===== src/rtl/lane_game_fd.sv =====
// Lane-dodging game datapath: one-hot player lane, scrolling obstacle/objective
// maps, collision with lives and invulnerability window, saturating score pickup.
module lane_game_fd #(
    parameter int LANES        = 4,
    parameter int ROWS         = 128,
    parameter int HIT_ROWS     = 24,
    parameter int LIVES        = 3,
    parameter int LW           = 2,
    parameter int SCORE_W      = 8,
    parameter int INVULN_MOVES = 24
) (
    input  logic                    clock,
    input  logic                    reset,
    input  logic                    start,
    input  logic                    btn_left,
    input  logic                    btn_right,
    input  logic                    move_map,
    input  logic [LANES-1:0]        obstacle_row_in,
    input  logic [LANES-1:0]        objective_row_in,
    output logic [LANES-1:0]        player_pos,
    output logic [LW-1:0]           lives,
    output logic [SCORE_W-1:0]      score,
    output logic                    hit,
    output logic                    pickup,
    output logic                    invulnerable,
    output logic                    game_over,
    output logic [ROWS*LANES-1:0]   map_obstacles_flat,
    output logic [ROWS*LANES-1:0]   map_objectives_flat
);

    localparam int MW = ROWS * LANES;
    localparam int CW = $clog2(INVULN_MOVES + 1);
    localparam logic [LANES-1:0] POS_INIT = {1'b1, {(LANES-1){1'b0}}};

    logic            left_q, right_q;
    logic [CW-1:0]   inv_cnt;
    logic [MW-1:0]   obs_map, obj_map;
    logic [MW-1:0]   zone_mask;
    logic            obs_hit, obj_hit;
    logic            scroll, do_hit, do_pickup;
    logic            left_rise, right_rise;
    logic [LANES-1:0] pos_next;
    logic [MW-1:0]   obs_next, obj_next;

    // Zone mask: the player's lane replicated across the rows of the player zone.
    always_comb begin
        zone_mask = '0;
        for (int r = 0; r < HIT_ROWS; r++) begin
            zone_mask[r*LANES +: LANES] = player_pos;
        end
    end

    always_comb begin
        obs_hit    = |(obs_map & zone_mask);
        obj_hit    = |(obj_map & zone_mask);
        scroll     = move_map & ~game_over;
        do_hit     = obs_hit && (inv_cnt == '0) && !game_over;
        do_pickup  = obj_hit && !game_over && !move_map;
        left_rise  = btn_left & ~left_q;
        right_rise = btn_right & ~right_q;

        pos_next = player_pos;
        if (left_rise && !right_rise && !player_pos[LANES-1]) begin
            pos_next = player_pos << 1;
        end else if (right_rise && !left_rise && !player_pos[0]) begin
            pos_next = player_pos >> 1;
        end

        obs_next = obs_map;
        if (scroll) begin
            obs_next = {obstacle_row_in, obs_map[MW-1:LANES]};
        end

        // Pickup only happens on non-scroll cycles, so clear and shift never collide.
        obj_next = obj_map;
        if (do_pickup) begin
            obj_next = obj_map & ~zone_mask;
        end else if (scroll) begin
            obj_next = {objective_row_in, obj_map[MW-1:LANES]};
        end
    end

    always_ff @(posedge clock or posedge reset) begin
        if (reset) begin
            player_pos <= POS_INIT;
            lives      <= LW'(LIVES);
            score      <= '0;
            obs_map    <= '0;
            obj_map    <= '0;
            inv_cnt    <= '0;
            hit        <= 1'b0;
            pickup     <= 1'b0;
            game_over  <= 1'b0;
            left_q     <= 1'b0;
            right_q    <= 1'b0;
        end else if (start) begin
            player_pos <= POS_INIT;
            lives      <= LW'(LIVES);
            score      <= '0;
            obs_map    <= '0;
            obj_map    <= '0;
            inv_cnt    <= '0;
            hit        <= 1'b0;
            pickup     <= 1'b0;
            game_over  <= 1'b0;
            left_q     <= 1'b0;
            right_q    <= 1'b0;
        end else begin
            player_pos <= pos_next;
            left_q     <= btn_left;
            right_q    <= btn_right;
            obs_map    <= obs_next;
            obj_map    <= obj_next;
            hit        <= do_hit;
            pickup     <= do_pickup;

            // A fresh hit reloads the window and takes priority over a decrement.
            if (do_hit) begin
                lives   <= lives - LW'(1);
                inv_cnt <= CW'(INVULN_MOVES);
                if (lives == LW'(1)) begin
                    game_over <= 1'b1;
                end
            end else if (move_map && (inv_cnt != '0)) begin
                inv_cnt <= inv_cnt - CW'(1);
            end

            if (do_pickup && (score != '1)) begin
                score <= score + SCORE_W'(1);
            end
        end
    end

    assign invulnerable        = (inv_cnt != '0);
    assign map_obstacles_flat  = obs_map;
    assign map_objectives_flat = obj_map;

endmodule


===== config.mk =====
export PLATFORM = sky130hd
export DESIGN_NAME = lane_game_fd
export DESIGN_NICKNAME = d
export VERILOG_FILES = /design/src/rtl/lane_game_fd.sv
export SDC_FILE = /design/constraint.sdc
export NUM_CORES = 2
export LEC_CHECK = 0
export BUFFER_PORTS_ARGS = -buffer_cell sky130_fd_sc_hd__buf_2
export CORE_AREA = 4 4 408 410
export CTS_BUF_LIST = sky130_fd_sc_hd__clkbuf_4
export DETAILED_ROUTE_END_ITERATION = 6
export DIE_AREA = 0 0 412 414
export PLACE_DENSITY_LB_ADDON = 0.15
export SLEW_MARGIN = 0
export SYNTH_ARGS = -nofsm -noshare
export SYNTH_HDL_FRONTEND = slang
export SYNTH_SLANG_ARGS = --single-unit
export TNS_END_PERCENT = 1

===== constraint.sdc =====
create_clock -name clock -period 50.1 [get_ports clock]
set_input_delay 10.02 -clock clock [delete_from_list [all_inputs] [get_ports clock]]
set_output_delay 10.02 -clock clock [all_outputs]
set_load 0.02 [all_outputs]

# After elaboration in Yosys (flattened, before gate mapping)
# Cells that the tools add are included.
# word_totals
register_bits	1048
input_bits	14
out_inout_bits	1042
elab_cells	76
# classes
addsub	3
n_eq_ne	2
n_mux	22
bitwise	10
reduce_logical	28
# op_table
operator	count
2-to-1 mux 512 bit	5
AND 512 x 96 -> 512 bit	2
OR reduction 512 bit	2
AND 512 bit	1
inverter 96 -> 512 bit	1
2-to-1 mux 8 bit	2
2-to-1 mux 5 bit	3
2-to-1 mux 4 bit	3
logical AND 1 bit	10
nonzero test 3 bit	3
adder 8 x 1 -> 8 bit, second input constant	1
inequality test 8 bit, second input constant	1
nonzero test 2 bit	4
2-to-1 mux 1 bit	7
logical NOT 1 bit	6
logical NOT 5 bit	1
nonzero test 5 bit	1
subtractor 5 x 1 -> 5 bit, second input constant	1
2-to-1 mux 2 bit	2
AND 1 bit	3
inverter 1 bit	3
== test 2 x 1 -> 1 bit, second input constant	1
AND reduction 2 bit	1
subtractor 2 x 1 -> 2 bit, second input constant	1

# Depth between registers and ports, before layout
# depth
word_depth	8
depth_mapped	7
ltp_nobuf	7

# Least setup slack after synthesis
# No wires, ideal clock.
# synth_timing
path_kind	input-to-reg
from	input port move_map
to	register score[2]
setup_time_ps	127
arrival_time_ps	11184
t_required_ps	49973
path_slack_ps	38789
stages	4
path_buffers	1
cell_sequence	a311oi_4 buf_6 nand3_1 mux2_1
# synth_via
elab_chain_cells	4
# synth_rtl
item	line_no	source
from (decl)	17	input logic move_map,
logical NOT 1 bit	58	do_pickup = obj_hit && !game_over && !move_map;
logical AND 1 bit	58	
logical AND 1 bit	128	if (do_pickup && (score != '1)) begin
nonzero test 2 bit (no source line)	n/a	
to (signal assigned)	129	score <= score + SCORE_W'(1);
to (decl)	22	output logic [SCORE_W-1:0] score,
# Every way passes these cells.
# A chain may end at the register's enable or synchronous reset.

# Final worst setup path
# layout_timing
from	input port move_map
to	register obs_map[302] (netlist: map_obstacles_flat[302])
# layout_via
elab_chain_cells	2
# layout_rtl
item	line_no	source
AND 1 bit	56	scroll = move_map & ~game_over;
nonzero test 2 bit (no source line)	n/a	
to (signal assigned)	112	obs_map <= obs_next;
to (decl)	37	logic [MW-1:0] obs_map, obj_map;
# Every way passes these cells.

==> impl_metrics.json <==
{
  "yosys_warnings": 0,
  "nets": 5561,
  "pin_count": 1056,
  "yosys_most_used_dff": "dfrtp_1",
  "hp-class": "reg2reg",
  "crit_slowest_cell": "buf_4",
  "initial_core_util_pct": 25.4,
  "power.total_w": 0.00176,
  "row_count": 148,
  "leakagePower_nw": 25.6,
  "layout_commonest_cell": "nand2_1",
  "critPathMaxStageDelay_ps": 830,
  "status": "finished clean",
  "drt_pass1_iterations": 5,
  "clk_latency_ps": 1300,
  "antenna_left": 0,
  "netlist-cell-type-count": 47,
  "dp_slack_ps": 34610,
  "antenna_found_initial": 6,
  "core_um2": 162000,
  "crit_chain": "buf_2, nor2b_4, buf_4, buf_4, buf_4, buf_4, buf_4, nand2_1, a21oi_1",
  "placed_area_um2": 48400,
  "track_usage_pct": 18.8,
  "clockRootBuffer": "clkbuf_4",
  "start_kind": "input port",
  "synth_area_um2": 41200,
  "setup_viol": 0,
  "ir_drop_mv": 0.0197,
  "clock_sinks": 1048,
  "async_flop_share_pct": 100,
  "worst-setup-path-type": "in2reg",
  "drc": 0,
  "worstSetupEndpointType": "register",
  "cp-startpoint": "move_map",
  "hold_slack_ps": 462,
  "drv_slew": 0,
  "worst_clock_skew_ps": 96.4,
  "syn-mean-instance-area_um2": 9.29,
  "critPathTopFamily": "buffers and inverters",
  "crit_path_end": "map_obstacles_flat[302]",
  "vias": 36600,
  "hpwl_um": 114000,
  "tightest_slew_ps": 1280,
  "dieArea_um2": 171000,
  "maxCapViolCount": 0,
  "cts_buffers": 327,
  "fin_crit_sh_pct": 28.5,
  "cts_hold_buf": 0,
  "reg2reg_to": "map_obstacles_flat[302]",
  "synth_edf_count": 0,
  "synth-seq-area-share_pct": 63.6,
  "die_h_um": 414,
  "postSynthCellCount": 4438,
  "die_w_um": 412,
  "powerDensity_nw_per_um2": 33.7,
  "rsz0062_at_grt": "no",
  "fillers": 17500,
  "min_period_ps": 14260,
  "final_area_um2": 52200,
  "r2r-start": "game_over",
  "via_per_inst": 4.62,
  "critPathBufInv": 6,
  "cp.arrival_ps": 15360,
  "crit_top_cell": "buf_4",
  "setup_ws_ps": 35840,
  "grt_pass1_vias": 35800,
  "setup_tns_ps": 0,
  "r2r_cells": 8,
  "path_clk_slew_ps": 70,
  "layout-drive-gt1-share_pct": 29.1,
  "grt_max_degree": 199,
  "grt_pass1_wl_um": 245000,
  "cts_setup_buffers": 0,
  "io_buffers": 1055,
  "critPathMaxFanout": 88,
  "synth_nets": 4455,
  "cts.path.max_buffers": 4,
  "hold_violations": 0,
  "postCtsResizedCells": 0,
  "relSlewSlack_pct": 14.6,
  "fmax_ghz": 0.0701,
  "grt-ovfl-total": 0,
  "ys_seq_elements": 1048,
  "cts_tree": "done",
  "gp_congestion": 0.842,
  "htree_num_levels": 5,
  "wl_per_cell_um": 21.0,
  "worst_ep_required_time_ps": 51200,
  "reg2reg_slack_ps": 44270,
  "drt_iter0_drc": 2949,
  "cp.depth": 9,
  "syn_to_final_growth_pct": 26.6,
  "drt-total-wl_um": 166000,
  "final_cell_mix": "1,867 x nand2_1, 1,054 x buf_2, 1,045 x dfrtp_1"
}
layout make-up:
cell class | instances | area (um2) | area share (%)
flip-flops and latches | 1048 | 26200 | 50.3
multi-input cells | 3048 | 13700 | 26.2
repair buffers | 1108 | 5710 | 10.9
clock buffers | 466 | 3500 | 6.70
well taps | 2175 | 2720 | 5.21
clock inverters | 53 | 312 | 0.597
inverters | 11 | 48.8 | 0.0935
diodes | 5 | 12.5 | 0.0240
stage by stage:
stage / util [%] / cells
final: 32.1 / 7914
after global routing: 32.1 / 7910
after CTS: 32.1 / 7909
after detailed placement: 29.8 / 7390
after global placement: 29.8 / 7390
after floorplan: - / 4438
cell families after synthesis:
| logic type | share of synthesized area (%) |
|---|---|
| flip-flops | 63.6 |
| AO/OA/AOI/OAI | 14.3 |
| buffers and inverters | 3.28 |
| AND/OR/NAND/NOR | 18.6 |
| XOR/XNOR | 0.0425 |
| multiplexers | 0.115 |
| adder cells (fa/ha/maj) | 0.0911 |
power by group:
part	leakage, nW	internal (W)	switching, W
logic	8.67	0.00000957	0.0000698
registers	14.6	0.000849	0.00000253
clock network	2.30	0.000441	0.000387
tightest hold or removal path, delay by kind of cell, from the launching register on:
kind | cells | cell delay [ps]
AOI/OAI and AO/OA | 1 | 50
and+or+nand+nor | 1 | 60
DFF | 1 | 390
metal layers:
metal  vias up  GRT usage [%]  share of wire, %
li1      16900              -                 -
met1     18000           23.3                41
met2      1324           29.3                46
met3       294           6.76               8.6
met4         0           8.75               4.3
met5         -              0                 0
worst min-delay path by stage:
stage | startpoint | endpoint | slack [ps] | cells after the start
finish | map_objectives_flat[461] | map_objectives_flat[457] | 460 | 2
CTS | map_objectives_flat[331] | map_objectives_flat[327] | 440 | 2
global placement | score[6] | score[6] | 490 | 1
detailed placement | score[6] | score[6] | 500 | 1
floorplan | inv_cnt[4] | inv_cnt[4] | 490 | 2
global route | map_objectives_flat[187] | map_objectives_flat[183] | 500 | 2
cells in the mapped netlist (2+ instances only):
cell | instances | area, um2
a31oi_1 | 3 | 18.8
a211oi_1 | 4 | 30.0
a22o_2 | 62 | 621
nor2_1 | 18 | 67.6
nor3_1 | 2 | 10.0
dfrtp_1 | 1045 | 26200
a21oi_1 | 937 | 4690
dfstp_2 | 3 | 78.8
ha_1 | 3 | 37.5
nor2b_1 | 8 | 50.1
mux2_1 | 2 | 22.5
nor4_1 | 45 | 282
and3_1 | 7 | 43.8
a21o_1 | 2 | 15.0
clkbuf_1 | 318 | 1190
buf_6 | 9 | 101
buf_1 | 4 | 15.0
a31o_2 | 2 | 17.5
xnor2_1 | 2 | 17.5
o21ai_0 | 8 | 40.0
a21oi_4 | 4 | 65.1
nand2b_1 | 2 | 12.5
a22o_1 | 34 | 298
inv_1 | 10 | 37.5
nand4_1 | 10 | 62.6
nand2_1 | 1867 | 7010
nand3_1 | 6 | 30.0
and2_1 | 2 | 12.5
sequential cells by signal, indices dropped and copies added (netlist names):
name / count
hit: 1
lives: 2
map_obstacles_flat: 512
left_q: 1
map_objectives_flat: 512
player_pos: 4
pickup: 1
score: 8
game_over: 1
right_q: 1
inv_cnt: 5
(Power assumes the default switching activity.)
